==> config.mk <==
export PLATFORM = sky130hd
export DESIGN_NAME = fft_bfly_sched
export DESIGN_NICKNAME = d
export VERILOG_FILES = /design/src/rtl/fft_bfly_sched.sv
export SDC_FILE = /design/constraint.sdc
export NUM_CORES = 1
export LEC_CHECK = 0
export ABC_AREA = 1
export CAP_MARGIN = 20
export CORE_UTILIZATION = 34
export DETAILED_ROUTE_END_ITERATION = 7
export PLACE_DENSITY_LB_ADDON = 0.1
export SLEW_MARGIN = 0
export SYNTH_ARGS = -nofsm -noshare
export SYNTH_HDL_FRONTEND = slang
export SYNTH_SLANG_ARGS = --single-unit
==> constraint.sdc <==
create_clock -name clk -period 7.4 [get_ports clk]
set_input_delay 1.48 -clock clk [delete_from_list [all_inputs] [get_ports clk]]
set_output_delay 1.48 -clock clk [all_outputs]
set_load 0.01 [all_outputs]
==> src/rtl/fft_bfly_sched.sv <==
// Operand-side butterfly sequencer for the in-place radix-2 DIT FFT engine.
// Issues one butterfly read per cycle and holds each stage until all of its results return.
module fft_bfly_sched #(
  parameter int ADDR_WIDTH = 10,
  parameter int RAM_RD_LAT = 1
) (
  input  logic                  clk,
  input  logic                  rst_n,
  input  logic                  start,
  input  logic [4:0]            cfg_log2n,
  input  logic                  bfly_vld,
  output logic                  rd_en,
  output logic [ADDR_WIDTH-1:0] rd_addr_a,
  output logic [ADDR_WIDTH-1:0] rd_addr_b,
  output logic [ADDR_WIDTH-2:0] tw_addr,
  output logic                  mult_en,
  output logic                  first_lev_s,
  output logic [ADDR_WIDTH-1:0] fft_i_index,
  output logic [4:0]            stage_idx,
  output logic                  busy,
  output logic                  done,
  output logic                  cfg_err
);
  // state | meaning
  // IDLE  | waiting for start
  // ISSUE | one butterfly read per cycle, k = 0 .. N/2-1
  // DRAIN | reads stopped, waiting for the rest of the stage's results
  // DONE  | one-cycle completion pulse
  typedef enum logic [1:0] {IDLE, ISSUE, DRAIN, DONE} state_t;

  state_t                state, state_nxt;
  logic [4:0]            log2n, stage, lm1;
  logic [ADDR_WIDTH-1:0] k, ret_cnt, half, span, pos, grp, addr_a;
  logic [ADDR_WIDTH-2:0] tw;
  logic                  cfg_ok, issue, last_k, last_stage, drained, overflow;

  logic                  vld_pipe  [RAM_RD_LAT];
  logic                  flev_pipe [RAM_RD_LAT];
  logic [ADDR_WIDTH-1:0] idx_pipe  [RAM_RD_LAT];

  assign cfg_ok     = (cfg_log2n != 5'd0) && (cfg_log2n <= 5'(ADDR_WIDTH));
  assign lm1        = log2n - 5'd1;
  assign half       = ADDR_WIDTH'(1) << lm1;
  assign span       = ADDR_WIDTH'(1) << stage;
  assign pos        = k & (span - ADDR_WIDTH'(1));
  assign grp        = k >> stage;
  assign addr_a     = (grp << (stage + 5'd1)) | pos;
  assign tw         = (ADDR_WIDTH-1)'(pos << (lm1 - stage));
  assign issue      = (state == ISSUE);
  assign last_k     = (k == half - ADDR_WIDTH'(1));
  assign last_stage = (stage == lm1);
  // ret_cnt saturates at half, so an early-full count also releases the stage
  assign drained    = (ret_cnt == half) || ((ret_cnt + ADDR_WIDTH'(bfly_vld)) == half);
  assign overflow   = bfly_vld && (ret_cnt == half) && (state != IDLE);

  always_comb begin
    state_nxt = state;
    case (state)
      IDLE:    if (start && cfg_ok) state_nxt = ISSUE;
      ISSUE:   if (last_k) state_nxt = DRAIN;
      DRAIN:   if (drained) state_nxt = last_stage ? DONE : ISSUE;
      DONE:    state_nxt = IDLE;
      default: state_nxt = IDLE;
    endcase
  end

  always_ff @(posedge clk) begin
    if (!rst_n) begin
      state   <= IDLE;
      log2n   <= '0;
      stage   <= '0;
      k       <= '0;
      ret_cnt <= '0;
      cfg_err <= 1'b0;
    end else begin
      state   <= state_nxt;
      cfg_err <= overflow || ((state == IDLE) && start && !cfg_ok);
      if ((state == IDLE) && start && cfg_ok) begin
        log2n   <= cfg_log2n;
        stage   <= '0;
        k       <= '0;
        ret_cnt <= '0;
      end
      if (issue) k <= k + ADDR_WIDTH'(1);
      if ((issue || (state == DRAIN)) && bfly_vld && (ret_cnt != half))
        ret_cnt <= ret_cnt + ADDR_WIDTH'(1);
      if ((state == DRAIN) && drained && !last_stage) begin
        stage   <= stage + 5'd1;
        k       <= '0;
        ret_cnt <= '0;
      end
    end
  end

  // Issue strobes delayed to line up with the RAM/ROM read data
  always_ff @(posedge clk) begin
    if (!rst_n) begin
      for (int i = 0; i < RAM_RD_LAT; i++) begin
        vld_pipe[i]  <= 1'b0;
        flev_pipe[i] <= 1'b0;
        idx_pipe[i]  <= '0;
      end
    end else begin
      vld_pipe[0]  <= issue;
      flev_pipe[0] <= issue && (stage == 5'd0);
      idx_pipe[0]  <= rd_addr_a;
      for (int i = 1; i < RAM_RD_LAT; i++) begin
        vld_pipe[i]  <= vld_pipe[i-1];
        flev_pipe[i] <= flev_pipe[i-1];
        idx_pipe[i]  <= idx_pipe[i-1];
      end
    end
  end

  assign rd_en       = issue;
  assign rd_addr_a   = issue ? addr_a : '0;
  assign rd_addr_b   = issue ? (addr_a + span) : '0;
  assign tw_addr     = issue ? tw : '0;
  assign mult_en     = vld_pipe[RAM_RD_LAT-1];
  assign first_lev_s = flev_pipe[RAM_RD_LAT-1];
  assign fft_i_index = idx_pipe[RAM_RD_LAT-1];
  assign stage_idx   = stage;
  assign busy        = (state != IDLE);
  assign done        = (state == DONE);

endmodule
Word-level counts from Yosys, hierarchy flattened

Memories as Yosys holds them, arrays and structs flattened.
Index checks and enable logic that the tools add are counted.

Register bits after elaboration: 33
Bits in latches: 0
Memory bits (writable): 12
Memory bits (read-only): 0
Output and inout bits: 50
Memories kept: 3

Memory list:

| name      | words | bits a word | rd ports | clocked after Yosys merged registers in | wr ports | RTL line | text |
|---|---|---|---|---|---|---|---|
| idx_pipe  | 1     | 10          | 1        | 0                                       | 1        | 39       | `logic [ADDR_WIDTH-1:0] idx_pipe [RAM_RD_LAT];` |
| flev_pipe | 1     | 1           | 1        | 0                                       | 1        | 38       | `logic flev_pipe [RAM_RD_LAT];` |
| vld_pipe  | 1     | 1           | 1        | 0                                       | 1        | 37       | `logic vld_pipe [RAM_RD_LAT];` |

Add/subtract/negate cells: 9
Multipliers: 0
Divide/modulo/power cells: 0
$lt $le $gt $ge: 1
Equality and inequality tests: 11
Shifts and indexed selects: 5
Muxes and demuxes: 21
Bitwise operators: 3
Reduce and logical (&&, ||, !) cells: 29

Operators by type and width:

| operator                                                                         | count |
|---|---|
| 10-bit 2-to-1 mux                                                                | 6 |
| 10-bit == test                                                                   | 3 |
| 10-bit by 1-bit adder with 10-bit output, second input constant                  | 2 |
| 1-bit by 5-bit << shifter with 10-bit output, first input constant               | 2 |
| 10-bit by 1-bit subtractor with 10-bit output, second input constant             | 2 |
| 1-bit logical AND                                                                | 12 |
| 10-bit by 1-bit adder with 10-bit output                                         | 1 |
| 10-bit adder                                                                     | 1 |
| 10-bit bitwise AND                                                               | 1 |
| 5-bit 2-to-1 mux                                                                 | 2 |
| 10-bit inequality test                                                           | 1 |
| 10-bit bitwise OR                                                                | 1 |
| 10-bit OR reduction                                                              | 1 |
| 10-bit by 5-bit << shifter with 10-bit output                                    | 1 |
| 10-bit by 5-bit << shifter with 9-bit output                                     | 1 |
| 10-bit by 5-bit right shift with 10-bit output                                   | 1 |
| 9-bit 2-to-1 mux                                                                 | 1 |
| 2-bit 2-to-1 mux                                                                 | 4 |
| 2-bit case mux with 4 select lines                                               | 1 |
| 2-bit nonzero test                                                               | 4 |
| 1-bit 2-to-1 mux                                                                 | 7 |
| 5-bit by 1-bit adder with 5-bit output, second input constant                    | 1 |
| 5-bit == test                                                                    | 1 |
| 5-bit by 4-bit less-or-equal comparator with 1-bit output, second input constant | 1 |
| 15 further kinds                                                                 | 21 |

Logic depth before layout (Yosys ltp)

Gate-level depths: netlist (run 1).

Depth in word-level cells: 7
Mapped depth: 29
Depth with buffers taken out: 28

Worst setup path after synthesis (run 1)

No wires, ideal clock.

Kind: register -> output
From: register stage[1] (netlist: stage_idx[1])
To: output rd_addr_b[9]
Arrival: 3,508 ps
Data required time: 5,920 ps
Setup slack: 2,412 ps
Cell stages (with the launch flop): 24
Buffers on the path: 3
Path through: dfxtp_1 buf_2 inv_1 buf_2 ha_1 clkbuf_1 o21ai_0 or2_1 nand2_1 ha_1 a21oi_1 nand2_1 nand2_1 nand2_1 a21oi_1 nor2_1 o21ai_0 nand2_1 nand2_1 nand2_1 a21o_1 nand3_1 nand2_1 nor2_1

Word-level cells in the longest chain between the ends: 6
Elaborated cells on any way between the ends: 9

Ends and longest elaborated chain:

| element                                                                                        | RTL line | text |
|---|---|---|
| from (decl)                                                                                    | 32       | `logic [4:0] log2n, stage, lm1;` |
| from (signal assigned)                                                                         | 88       | `stage <= stage + 5'd1;` |
| parallel branches: the longest is 4 deep, another holds 5-bit by 1-bit adder with 5-bit output | --       |  |
| 10-bit adder *                                                                                 | 117      | `assign rd_addr_b = issue ? (addr_a + span) : '0;` |
| 10-bit 2-to-1 mux *                                                                            | 117      |  |
| to (decl)                                                                                      | 14       | `output logic [ADDR_WIDTH-1:0] rd_addr_b,` |

Mark *: on every way between the ends.

Worst setup path after layout (run 1)

Ends and elaborated chain as after synthesis.

==> results of run 1 <==
## kinds of logic after synthesis
logic type,Yosys count
muxes,3
xor gates and xnor gates,34
adders and majority gates,37
and+or+nand+nor,453
buffers and inverters,155
DFF,45
AOI/OAI and AO/OA,148
## metal layers
layer | GRT usage | part of all wire | vias up | routed length, um
li1 | - | - | 2913 | -
met1 | 0.290 | 0.51 | 2460 | 8000
met2 | 0.338 | 0.45 | 110 | 7030
met3 | 0.0310 | 0.038 | 8 | 607
met4 | 0.0383 | 0.0092 | 0 | 145
met5 | 0 | 0 | - | 0
## worst max path at each step
stage	startpoint	cells after the start	to	slack, ps
2_1_floorplan	stage_idx[1]	23	rd_addr_b[9]	2410
3_3_place_gp	stage_idx[1]	28	rd_addr_b[9]	1480
3_5_place_dp	stage_idx[1]	28	rd_addr_b[9]	1460
4_1_cts	stage_idx[1]	28	rd_addr_b[9]	1100
5_1_grt	stage_idx[1]	28	rd_addr_b[9]	580
6_report	stage_idx[1]	28	rd_addr_b[9]	1100
## registers in the layout (all words and copies together) (netlist names)
| name | flops |
|---|---|
| ret_cnt | 10 |
| vld_pipe | 1 |
| stage_idx | 5 |
| cfg_err | 1 |
| k | 10 |
| idx_pipe | 10 |
| log2n | 5 |
| flev_pipe | 1 |
| state | 2 |
## power breakdown
| part | internal, uW | switching (uW) | total, uW |
|---|---|---|---|
| logic | 211 | 417 | 628 |
| clock network | 169 | 109 | 278 |
| registers | 259 | 17.7 | 276 |
## synth_stat cells (9+ instances only)
master,instances
nand2_1,233
inv_1,123
nor2_1,91
nand3_1,56
o21ai_0,53
a21oi_1,46
dfxtp_1,45
ha_1,35
xor2_1,27
o21ai_1,14
nor2_2,13
nand2_2,10
nand2_4,9
## worst max-delay path, delay by kind of cell (launching register included)
kind | cells | cell delay, ps
compound gates | 4 | 640
simple gates | 15 | 1220
flops | 1 | 680
buf+inv | 6 | 1190
fa+ha+maj | 3 | 760
## cell type report
| class | instances | area [um^2] | area share |
|---|---|---|---|
| multi-input combinational | 675 | 3740 | 0.606 |
| inverter | 137 | 519 | 0.0841 |
| tap | 188 | 235 | 0.0381 |
| timing repair buffer | 61 | 603 | 0.0976 |
| clock inverter | 2 | 37.5 | 0.00608 |
| sequential | 45 | 901 | 0.146 |
| clock buffer | 6 | 139 | 0.0225 |
## through the flow
stage                     cells  hold WS, ps  setup slack, ps
after floorplan             875          444             2410
after global placement     1106          460             1480
after detailed placement   1106          460             1460
after CTS                  1114          472             1100
after global routing       1114          506              578
final                      1114          471             1100
==> impl_metrics.ini, run 1 <==
[clock_tree]
cts_hold_buf = 0
postCtsSetupBuffers = 0
clockBufferDepth = 2
htree_levels = 2
cts_tree = yes
clock-root-buffer = clkbuf_16
insertion_delay_ps = 300
cts_resized = 0
cts_buffers = 5
cts_sinks = 45
cts.clk_slew.worst_paths_ps = 70

[setup_path]
startpoint_type = flip-flop
end_kind = output pin
cp_slowest_stage_delay_ps = 680
path_class = flip-flop to output pin
r2r_cells = 18
cpMostUsedCell = nand2_1
r2r_start = log2n[0]
critPathArrivalTime_ps = 4820
r2r_slack_ps = 4320
cp_data_required_time_ps = 5920
cpMaxStageDelayCell = dfxtp_1
r2r-end = ret_cnt[0]
cp_max_fo = 16

[sta]
hold_violations = 0
slew_headroom = 0.594
setup_tns_ps = 0
rsz0062_at_grt = false
tightest_slew_ps = 603
fmax_mhz = 159
maxSlewViolCount = 0
fin_crit_ps = 6300
skew_ps = 5.28
setup_viol = 0
post-route-period-util = 0.852

[grt]
grt_max_degree = 27
grt_antenna_before_repair = 0
overflow = 0
grt_usage = 0.207
grt_pass1_wl_um = 26200
first_global_vias = 5055

[synthesis]
synthCells = 875
muxShareOfSynthArea = 0.00572
yosysSeqAreaShare = 0.172
syn_area_per_cell_um2 = 6.00
synth.largest_area_cell = dfxtp_1
synth_top_family_by_area = simple AND/OR/NAND/NOR gates
synth_compound_area_frac = 0.164
synth_fa_ha_area_frac = 0.0910
syn_area_um2 = 5250
netlist_top_cells_area = dfxtp_1, nand2_1, inv_1
synth.net_count = 921
yosys.area_share.xor_xnor = 0.0567
synth_edf_count = 0
ys_types = 48
yosys.area_share.simple = 0.395
synth-main-ff-cell = dfxtp_1
ys_ff_latch = 45
synthArstFlopShare = 0
synth_top_area_share = 0.172
yosysWarnings = 0

[cells_and_area]
final_nets = 971
drive_above_1_share = 0.0832
post-route-cell-area_um2 = 6180
utilization = 0.408
final_common_cell = nand2_1
diodes = 0
area_growth_pct = 17.6
n_fill_cell = 1659
layout_common_cells = nand2_1, inv_1, nor2_1, clkdlybuf4s50_1, nand3_1

[detailed_routing]
vias = 5491
drc = 0
ant_nets = 0
dr.first_iter.drc_count = 315
wl_per_cell_um = 14.2
dr.pass1.iters = 5
viasPerCell = 4.93
wirelength_um = 15800

[placed_design]
placedInstanceArea_um2 = 6000
io_buffers = 58
hpwl_um = 12800
gp_congestion = 0.894

[die]
start_util = 0.347
ios = 59
core.rowCount = 45
core_area_um2 = 15100
dieWidth_um = 126
die_area_um2 = 15900
die_h_um = 126

[min_path]
hp-class = flip-flop to flip-flop
whs_path_depth = 2
whs_endpoint = log2n[4]
hold_start = log2n[4]

[power]
ir_drop_mv = 0.118
power_density_nw_per_um2 = 191
p_leak_uw = 0.00286
total_power_uw = 1180

[job]
maxCapViolCount = 0

[run_status]
outcome = finished clean
Note: power is estimated with default switching activity, not from simulation.
==> run 2, diff against run 1 <==
--- a/config.mk
+++ b/config.mk
@@ -8,6 +8,7 @@
 export ABC_AREA = 1
 export CAP_MARGIN = 20
 export CORE_UTILIZATION = 34
+export CTS_CLUSTER_SIZE = 24
 export DETAILED_ROUTE_END_ITERATION = 7
 export PLACE_DENSITY_LB_ADDON = 0.1
 export SLEW_MARGIN = 0
==> results of run 2 <==
Final layout, timing and power as in run 1 (identical DEF).
